===== src/rtl/irda_in.sv =====
// irda_in: IR serial receiver paired with the fishbowl IR transmitter.
// Frame on the idle-low line: start bit 1, DW data bits LSB first, stop bit 0,
// each bit DIV clk cycles long. Good frames update Dout with a one-cycle
// Dout_vld pulse; a bad stop bit gives a one-cycle frm_err pulse instead.
// Optional build macro IRDA_MAJ_VOTE_EN: every bit decision becomes a 2-of-3
// majority of s around the nominal sample point, decided one cycle later.
module irda_in #(
  parameter int DIV = 50,
  parameter int DW  = 4
) (
  input  logic          clk,
  input  logic          rst,
  input  logic          Iin,
  output logic [DW-1:0] Dout,
  output logic          Dout_vld,
  output logic          frm_err,
  output logic          busy
);

  localparam int CW = $clog2(DIV);
  localparam int BW = (DW > 1) ? $clog2(DW) : 1;

  localparam logic [CW-1:0] BIT_END   = CW'(DIV - 1);
`ifdef IRDA_MAJ_VOTE_EN
  // The start decision moves one cycle later so the third vote (M+1) exists;
  // data and stop points are relative to it and shift along automatically.
  localparam logic [CW-1:0] START_END = CW'(DIV / 2);
`else
  localparam logic [CW-1:0] START_END = CW'(DIV / 2 - 1);
`endif
  localparam logic [BW-1:0] LAST_BIT  = BW'(DW - 1);

  typedef enum logic [1:0] {IDLE, START, DATA, STOP} state_t;

  state_t          state_q, state_d;
  logic [CW-1:0]   cnt0_q, cnt0_d;
  logic [BW-1:0]   bcnt_q, bcnt_d;
  logic [DW-1:0]   shreg_q, shreg_d;
  logic [DW-1:0]   dout_q, dout_d;
  logic            vld_q, vld_d;
  logic            err_q, err_d;

  logic            sync1_q;
  logic            s_q;
  logic            sd_q;
  logic            rise;
  logic            bitVal;

`ifdef IRDA_MAJ_VOTE_EN
  logic            sdd_q;

  // Extra history flop so s at M-1, M and M+1 are all visible at M+1.
  always_ff @(posedge clk) begin
    if (rst) sdd_q <= 1'b0;
    else     sdd_q <= sd_q;
  end

  assign bitVal = (s_q & sd_q) | (s_q & sdd_q) | (sd_q & sdd_q);
`else
  assign bitVal = s_q;
`endif

  // Two-flop synchronizer for the asynchronous line plus one delay flop for edge detection.
  always_ff @(posedge clk) begin
    if (rst) begin
      sync1_q <= 1'b0;
      s_q     <= 1'b0;
      sd_q    <= 1'b0;
    end else begin
      sync1_q <= Iin;
      s_q     <= sync1_q;
      sd_q    <= s_q;
    end
  end

  assign rise = s_q & ~sd_q;

  // State, counters, shift register and output registers.
  always_ff @(posedge clk) begin
    if (rst) begin
      state_q <= IDLE;
      cnt0_q  <= '0;
      bcnt_q  <= '0;
      shreg_q <= '0;
      dout_q  <= '0;
      vld_q   <= 1'b0;
      err_q   <= 1'b0;
    end else begin
      state_q <= state_d;
      cnt0_q  <= cnt0_d;
      bcnt_q  <= bcnt_d;
      shreg_q <= shreg_d;
      dout_q  <= dout_d;
      vld_q   <= vld_d;
      err_q   <= err_d;
    end
  end

  // Frame sequencing: a start edge is qualified at mid start bit, then every
  // later bit is sampled DIV cycles after the previous sample (mid-bit).
  always_comb begin
    state_d = state_q;
    cnt0_d  = cnt0_q;
    bcnt_d  = bcnt_q;
    shreg_d = shreg_q;
    dout_d  = dout_q;
    vld_d   = 1'b0;
    err_d   = 1'b0;
    case (state_q)
      IDLE: begin
        if (rise) begin
          state_d = START;
          cnt0_d  = '0;
        end
      end
      START: begin
        if (cnt0_q == START_END) begin
          cnt0_d = '0;
          if (bitVal) begin
            state_d = DATA;
            bcnt_d  = '0;
          end else begin
            state_d = IDLE;
          end
        end else begin
          cnt0_d = cnt0_q + 1'b1;
        end
      end
      DATA: begin
        if (cnt0_q == BIT_END) begin
          shreg_d[bcnt_q] = bitVal;
          cnt0_d          = '0;
          if (bcnt_q == LAST_BIT) state_d = STOP;
          else                    bcnt_d  = bcnt_q + 1'b1;
        end else begin
          cnt0_d = cnt0_q + 1'b1;
        end
      end
      STOP: begin
        if (cnt0_q == BIT_END) begin
          cnt0_d  = '0;
          state_d = IDLE;
          if (!bitVal) begin
            dout_d = shreg_q;
            vld_d  = 1'b1;
          end else begin
            err_d  = 1'b1;
          end
        end else begin
          cnt0_d = cnt0_q + 1'b1;
        end
      end
      default: state_d = IDLE;
    endcase
  end

  assign Dout     = dout_q;
  assign Dout_vld = vld_q;
  assign frm_err  = err_q;
  assign busy     = (state_q != IDLE);

endmodule

===== config.mk =====
export PLATFORM = sky130hd
export DESIGN_NAME = irda_in
export DESIGN_NICKNAME = d
export VERILOG_FILES = /design/src/rtl/irda_in.sv
export SDC_FILE = /design/constraint.sdc
export NUM_CORES = 1
export LEC_CHECK = 0
export BUFFER_PORTS_ARGS = -buffer_cell sky130_fd_sc_hd__buf_2
export CAP_MARGIN = 40
export CORE_ASPECT_RATIO = 0.9
export CORE_MARGIN = 1
export CORE_UTILIZATION = 50
export CTS_CLUSTER_DIAMETER = 50
export CTS_CLUSTER_SIZE = 30
export DETAILED_ROUTE_END_ITERATION = 6
export PLACE_DENSITY = 0.76
export SYNTH_ARGS = -nofsm -noshare
export SYNTH_HDL_FRONTEND = slang
export SYNTH_SLANG_ARGS = --single-unit

===== constraint.sdc =====
create_clock -name clk -period 1.6 [get_ports clk]
set_clock_uncertainty 0.15 [all_clocks]
set_input_delay 0.24 -clock clk [delete_from_list [all_inputs] [get_ports clk]]
set_output_delay 0.24 -clock clk [all_outputs]
set_load 0.02 [all_outputs]

==> metrics, run 1 <==
Startpoint Class flip-flop; DP Area 1310 um^2; Reg2Reg Setup Slack -220 ps; first-pass GRT wire length 4.28 mm; H-tree lvl count 1; gr usage total 0.248; max cap viols 0; ANT nets after route 0; Post-DP HPWL approximately 1.8 mm; Peak VDD IR 0.615 mV; gpl congestion roughly 0.81; Seq/Total Area, Yosys 0.408; Final Core Density 0.742; fin crit period 1820 ps; antenna fix cells 0; final setup violation count 20; clk slew on worst S/H paths approximately 120 ps; WHS between 200 and 250 ps; post-DR vias/cell between 5 and 6; design area ~1500 um^2; Routed WL 3.06 mm; fmax around 550 MHz; port bufs 9; Site Rows 15; Initial Util 0.557; final worst slack -223 ps; die area ~2500 um^2; Core ar. 2030 um^2; Primary FF master, synth dfxtp_1; syn_nets 137; failing checks negative setup slack; Die X-Extent approximately 52 um; RSZ-0062 raised after global routing true; worst-path fanout max 5; PD cells roughly 600 nW/um^2; worst r2r src cnt0_q[1]$_SDFFE_PP0P_; Leak 0.605 nW; clk_lat worst skew 320 ps; initial DRC count 40; worst hold start rst; CTS sink count 23; YS warnings 0; setup tns final -3580 ps; Mapped Cells 127; period utilization 1.14; Congestion Overflow GR 0; Post-synth top cells 23 x dfxtp_1, 13 x a21oi_1, 9 x nand2b_1; antenna violations before repair 0; worst-margin pin slew approximately 530 ps; Clk Tree Root Cell clkbuf_4; vias in the first global route 902; count of cell types in the netlist 27; total vias in the final route 1031; ranking of synthesized cells by area dfxtp_1 41%, ha_1 7.8%, a21oi_1 5.8%; CTS tree done; Critical Path End Type flip-flop; ys async rst share 0; worst setup path start cnt0_q[1]$_SDFFE_PP0P_; Die Y 47.1 um; critical path arrival roughly 1900 ps; top-area cell type share of the netlist area 0.408; Switch Pwr between 0.0002 and 0.00025 W; ratio of cells with drive above 1 in the final layout 0.383; Crit Path Category reg -> reg; Area Overhead vs Synth 33.1%; DRT Pass-1 Iters 4; Hold Path Class in -> reg; post-DR wirelength/cell approximately 17 um; headroom to the max-slew limit 0.647; largest net degree at the start of global routing 28; clock network fraction of design power 0.297; cell accounting for the most synthesized area dfxtp_1; worst path required time 1710 ps; mapped cell area 1130 um^2; Comb pwr share 0.064; drt drc 0; Internal Power 0.000696 W; Final Hold Viols 0; sequential power share 0.639; outcome finished, violations left; fin nets 165; Switching Fraction 0.234; Max Root-Sink Buffers 2; Syn Area/Cell 8.90 um^2; TritonCTS Buffers 3; io pins 10; Post-synth EDFFs 0; top-count cell post-synth dfxtp_1; Seq cells post-synth 23; Slew Limit Fails 0
-- per-stage QoR --
stage / total power [W] / cells / worst slack, ps
2_1_floorplan: 0.000621 / 127 / -149
3_3_place_gp: 0.000634 / 170 / -159
3_5_place_dp: 0.000636 / 170 / -222
4_1_cts: 0.000903 / 177 / -212
5_1_grt: 0.000945 / 179 / -289
6_report: 0.000909 / 179 / -223
-- final timing paths --
kind	to	depth (start not counted)
hold reg to reg	bitVal$_SDFF_PP0_	1
setup / recovery	Dout[3]$_SDFFE_PP0P_	6
hold / removal	sync1_q$_SDFF_PP0_	2
setup reg to reg	Dout[3]$_SDFFE_PP0P_	6
-- cell usage in the layout (no fill, tap or decap), types with 2 or more instances in the layout --
| cell | instances |
|---|---|
| dfxtp_1 | 20 |
| buf_4 | 14 |
| nand2b_1 | 9 |
| buf_2 | 9 |
| nor2b_1 | 8 |
| nand3_1 | 8 |
| inv_1 | 7 |
| a21oi_1 | 7 |
| nand2_1 | 6 |
| a21oi_2 | 6 |
| ha_1 | 6 |
| nor2_1 | 5 |
| mux2i_1 | 4 |
| o22ai_4 | 3 |
| o21ai_0 | 3 |
| dfxtp_2 | 3 |
| clkbuf_4 | 3 |
| buf_6 | 3 |
| and4bb_2 | 2 |
| o21a_1 | 2 |
| nor3_1 | 2 |
| o211ai_1 | 2 |
| o21ai_1 | 2 |
-- metal layers --
layer,up-vias,global-route usage,part of all wire
li1,496,-,-
met1,478,0.295,0.42
met2,47,0.444,0.50
met3,10,0.0712,0.066
met4,0,0.0649,0.015
met5,-,0,0
-- cell families (layout without fill, tap and decap cells) --
family                   after synthesis  in the layout  synth area share
AND/OR/NAND/NOR                       51             51             0.287
AO/OA/AOI/OAI                         29             29             0.149
buffers and inverters                 13             40            0.0432
adder cells (fa/ha/maj)                7              7            0.0775
multiplexers                           4              4            0.0354
flip-flops                            23             23             0.408
-- critical path, cell delays in order (launching register included) --
cell	delay, ps
dfxtp_2	340
inv_2	60
ha_4	130
nand4b_4	110
or3b_4	410
nor3b_4	330
mux2i_1	220
-- power groups by stage --
stage               clock, W  combinational, W  sequential (W)
floorplan                  0         0.0000284        0.000593
global placement           0         0.0000411        0.000593
detailed placement         0         0.0000422        0.000593
CTS                 0.000277         0.0000456        0.000581
global route        0.000303         0.0000606        0.000581
finish              0.000270         0.0000580        0.000581
-- area by class of cell --
cell class	count	area [um^2]
clock buffers	3	22.5
flip-flops and latches	23	464
fillers	142	523
repair buffers	28	214
clock inverters	1	5.00
well taps	25	31.3
inverters	8	30.0
multi-input cells	91	737
-- repair_timing --
action,CTS,global route
setup endpoints to repair,18,21
setup buffers,2,2
endpoints found under the hold margin,1,0
pin swaps,8,7
gates resized for setup,9,17
hold buffers,1,0
-- registers in the layout, indices dropped and copies added, names as in the netlist, named ones only --
register,count
cnt0_q,6
Dout,4
shreg_q,4
bcnt_q,2
Dout_vld,1
bitVal,1
frm_err,1
sd_q,1
state_q,1
sync1_q,1
(Power assumes the default switching activity.)
==> run 2: changes to the inputs <==
Settings changed: CTS_BUF_LIST set to sky130_fd_sc_hd__clkbuf_8, SLEW_MARGIN set to 10.
==> run 2 against run 1 <==
Against the previous run:
- the run still ends with negative setup slack left
- critical path depth did not move
- critical endpoint unchanged
- sequential share of layout area up 0.38 points
- highest routed layer unchanged
- global-route usage shrank 0.69 points
- largest cell class unchanged
- combinational power decreased by 11%
==> metrics, run 2 (synthesis results as in run 1) <==
io pins 10 (unchanged); Initial Util 0.557 (unchanged); Max Root-Sink Buffers 2 (unchanged); antenna fix cells 0 (unchanged); Die X-Extent 52.1 um (unchanged); H-tree lvl count 1 (unchanged); final setup violation count 20 (unchanged); TritonCTS Buffers 3 (unchanged); most frequent cells in the layout 21 x dfxtp_1, 14 x buf_4, 9 x nand2b_1, 9 x buf_2 (was 20 x dfxtp_1, 14 x buf_4, 9 x nand2b_1, 9 x buf_2); antenna violations before repair 0 (unchanged); first-pass GRT wire length 4.19 mm (was 4.28 mm); WHS 33.3 ps (was 234 ps); Slew Limit Fails 0 (unchanged); Post-CTS Hold Buffers 0 (was 1); gpl congestion 0.813 (unchanged); CTS tree done (unchanged); Congestion Overflow GR 0 (unchanged); Crit Path Category reg -> reg (unchanged); Most flops, register cnt0_q (unchanged); Largest register FFs 6 (unchanged); fin nets 164 (was 165); post-DR vias/cell 5.69 (was 5.76); failing checks negative setup slack (unchanged); drt drc 0 (unchanged); worst r2r src cnt0_q[1]$_SDFFE_PP0P_ (unchanged); gr usage total 0.241 (was 0.248); fmax 552 MHz (was 549 MHz); Site Rows 15 (unchanged); Startpoint Class flip-flop (unchanged); ratio of cells with drive above 1 in the final layout 0.366 (was 0.383); Post-DP HPWL 1.81 mm (unchanged); worst-path fanout max 5 (unchanged); period utilization 1.13 (was 1.14); worst-margin pin slew 480 ps (was 530 ps); RSZ-0062 raised after global routing true (unchanged); worst path required time 1650 ps (was 1710 ps); die area 2450 um^2 (unchanged); PD cells 672 nW/um^2 (was 604 nW/um^2); outcome finished, violations left (unchanged); max cap viols 0 (unchanged); Leak 0.633 nW (was 0.605 nW); headroom to the max-slew limit 0.680 (was 0.647); ANT nets after route 0 (unchanged); largest net degree at the start of global routing 28 (unchanged); DP Area 1310 um^2 (unchanged); Final Hold Viols 0 (unchanged); Hold Path Class in -> reg (unchanged); Clk Tree Root Cell clkbuf_8 (was clkbuf_4); critical path arrival 1860 ps (was 1930 ps); Routed WL 2.79 mm (was 3.06 mm); Critical Path End Type flip-flop (unchanged); Peak VDD IR 0.777 mV (was 0.615 mV); worst hold start Iin (was rst); final worst slack -211 ps (was -223 ps); Area Overhead vs Synth 31.1% (was 33.1%); initial DRC count 38 (was 40); port bufs 9 (unchanged); total vias in the final route 1013 (was 1031); fin crit period 1810 ps (was 1820 ps); clk slew on worst S/H paths 80 ps (was 120 ps); vias in the first global route 907 (was 902); design area 1480 um^2 (was 1500 um^2); clk_lat worst skew 270 ps (was 320 ps); worst setup path start cnt0_q[1]$_SDFFE_PP0P_ (unchanged); CTS sink count 23 (unchanged); DRT Pass-1 Iters 4 (unchanged); commonest non-fill, non-tap cell in the layout dfxtp_1 (unchanged); Die Y 47.1 um (unchanged); Core ar. 2030 um^2 (unchanged); post-DR wirelength/cell 15.7 um (was 17.1 um); Fill cells 148 (was 142)
## run 2: path summary, 6_finish.rpt
check,cells after the start,endpoint,slack (ps)
worst min register to register,1,bitVal$_SDFF_PP0_,310
worst max-delay path,6,Dout[3]$_SDFFE_PP0P_,-210
worst min-delay path,2,sync1_q$_SDFF_PP0_,30
worst max register to register,6,Dout[3]$_SDFFE_PP0P_,-210
## run 2: power by group
part	total, W	internal [W]	switching (W)
clock	0.000364	0.000174	0.000190
sequential	0.000580	0.000577	0.00000316
combinational	0.0000515	0.0000224	0.0000291
## run 2: stage by stage
step / utilization / cells / setup WS [ps] / power, W / setup TNS [ps]
floorplan: - / 127 / -149 / 0.000621 / -863
global placement: 0.647 / 170 / -159 / 0.000634 / -1830
detailed placement: 0.647 / 170 / -222 / 0.000636 / -2420
CTS: 0.697 / 176 / -210 / 0.000988 / -2460
global route: 0.731 / 178 / -299 / 0.00103 / -4090
finish: 0.731 / 178 / -211 / 0.000995 / -2880
## run 2: timing repair
item | CTS | global route
pin swaps | 7 | 5
setup buffers | 2 | 2
resized for setup | 9 | 11
endpoints found under the setup margin | 18 | 20
## run 2: worst max-delay path, stage by stage, from the launching register on
cell and delay, ps:
dfxtp_2 330, inv_2 60, ha_4 130, nand4b_4 110
or3b_4 410, nor3b_4 330, mux2i_1 230
## run 2: area by class of cell
cell class / instances / area, um^2 / area share
sequential: 23 / 463 / 0.313
tap: 25 / 31.3 / 0.0211
multi-input combinational: 91 / 707 / 0.477
clock inverter: 1 / 5.00 / 0.00338
clock buffer: 3 / 41.3 / 0.0279
timing repair buffer: 27 / 204 / 0.138
inverter: 8 / 30.0 / 0.0203
## run 2: routing by layer
layer  up-vias  wire (um)  track usage
li1        489          -            -
met3         8        124       0.0712
met5         -          0            0
met1       486       1260        0.283
met2        30       1380        0.433
met4         0         29       0.0649
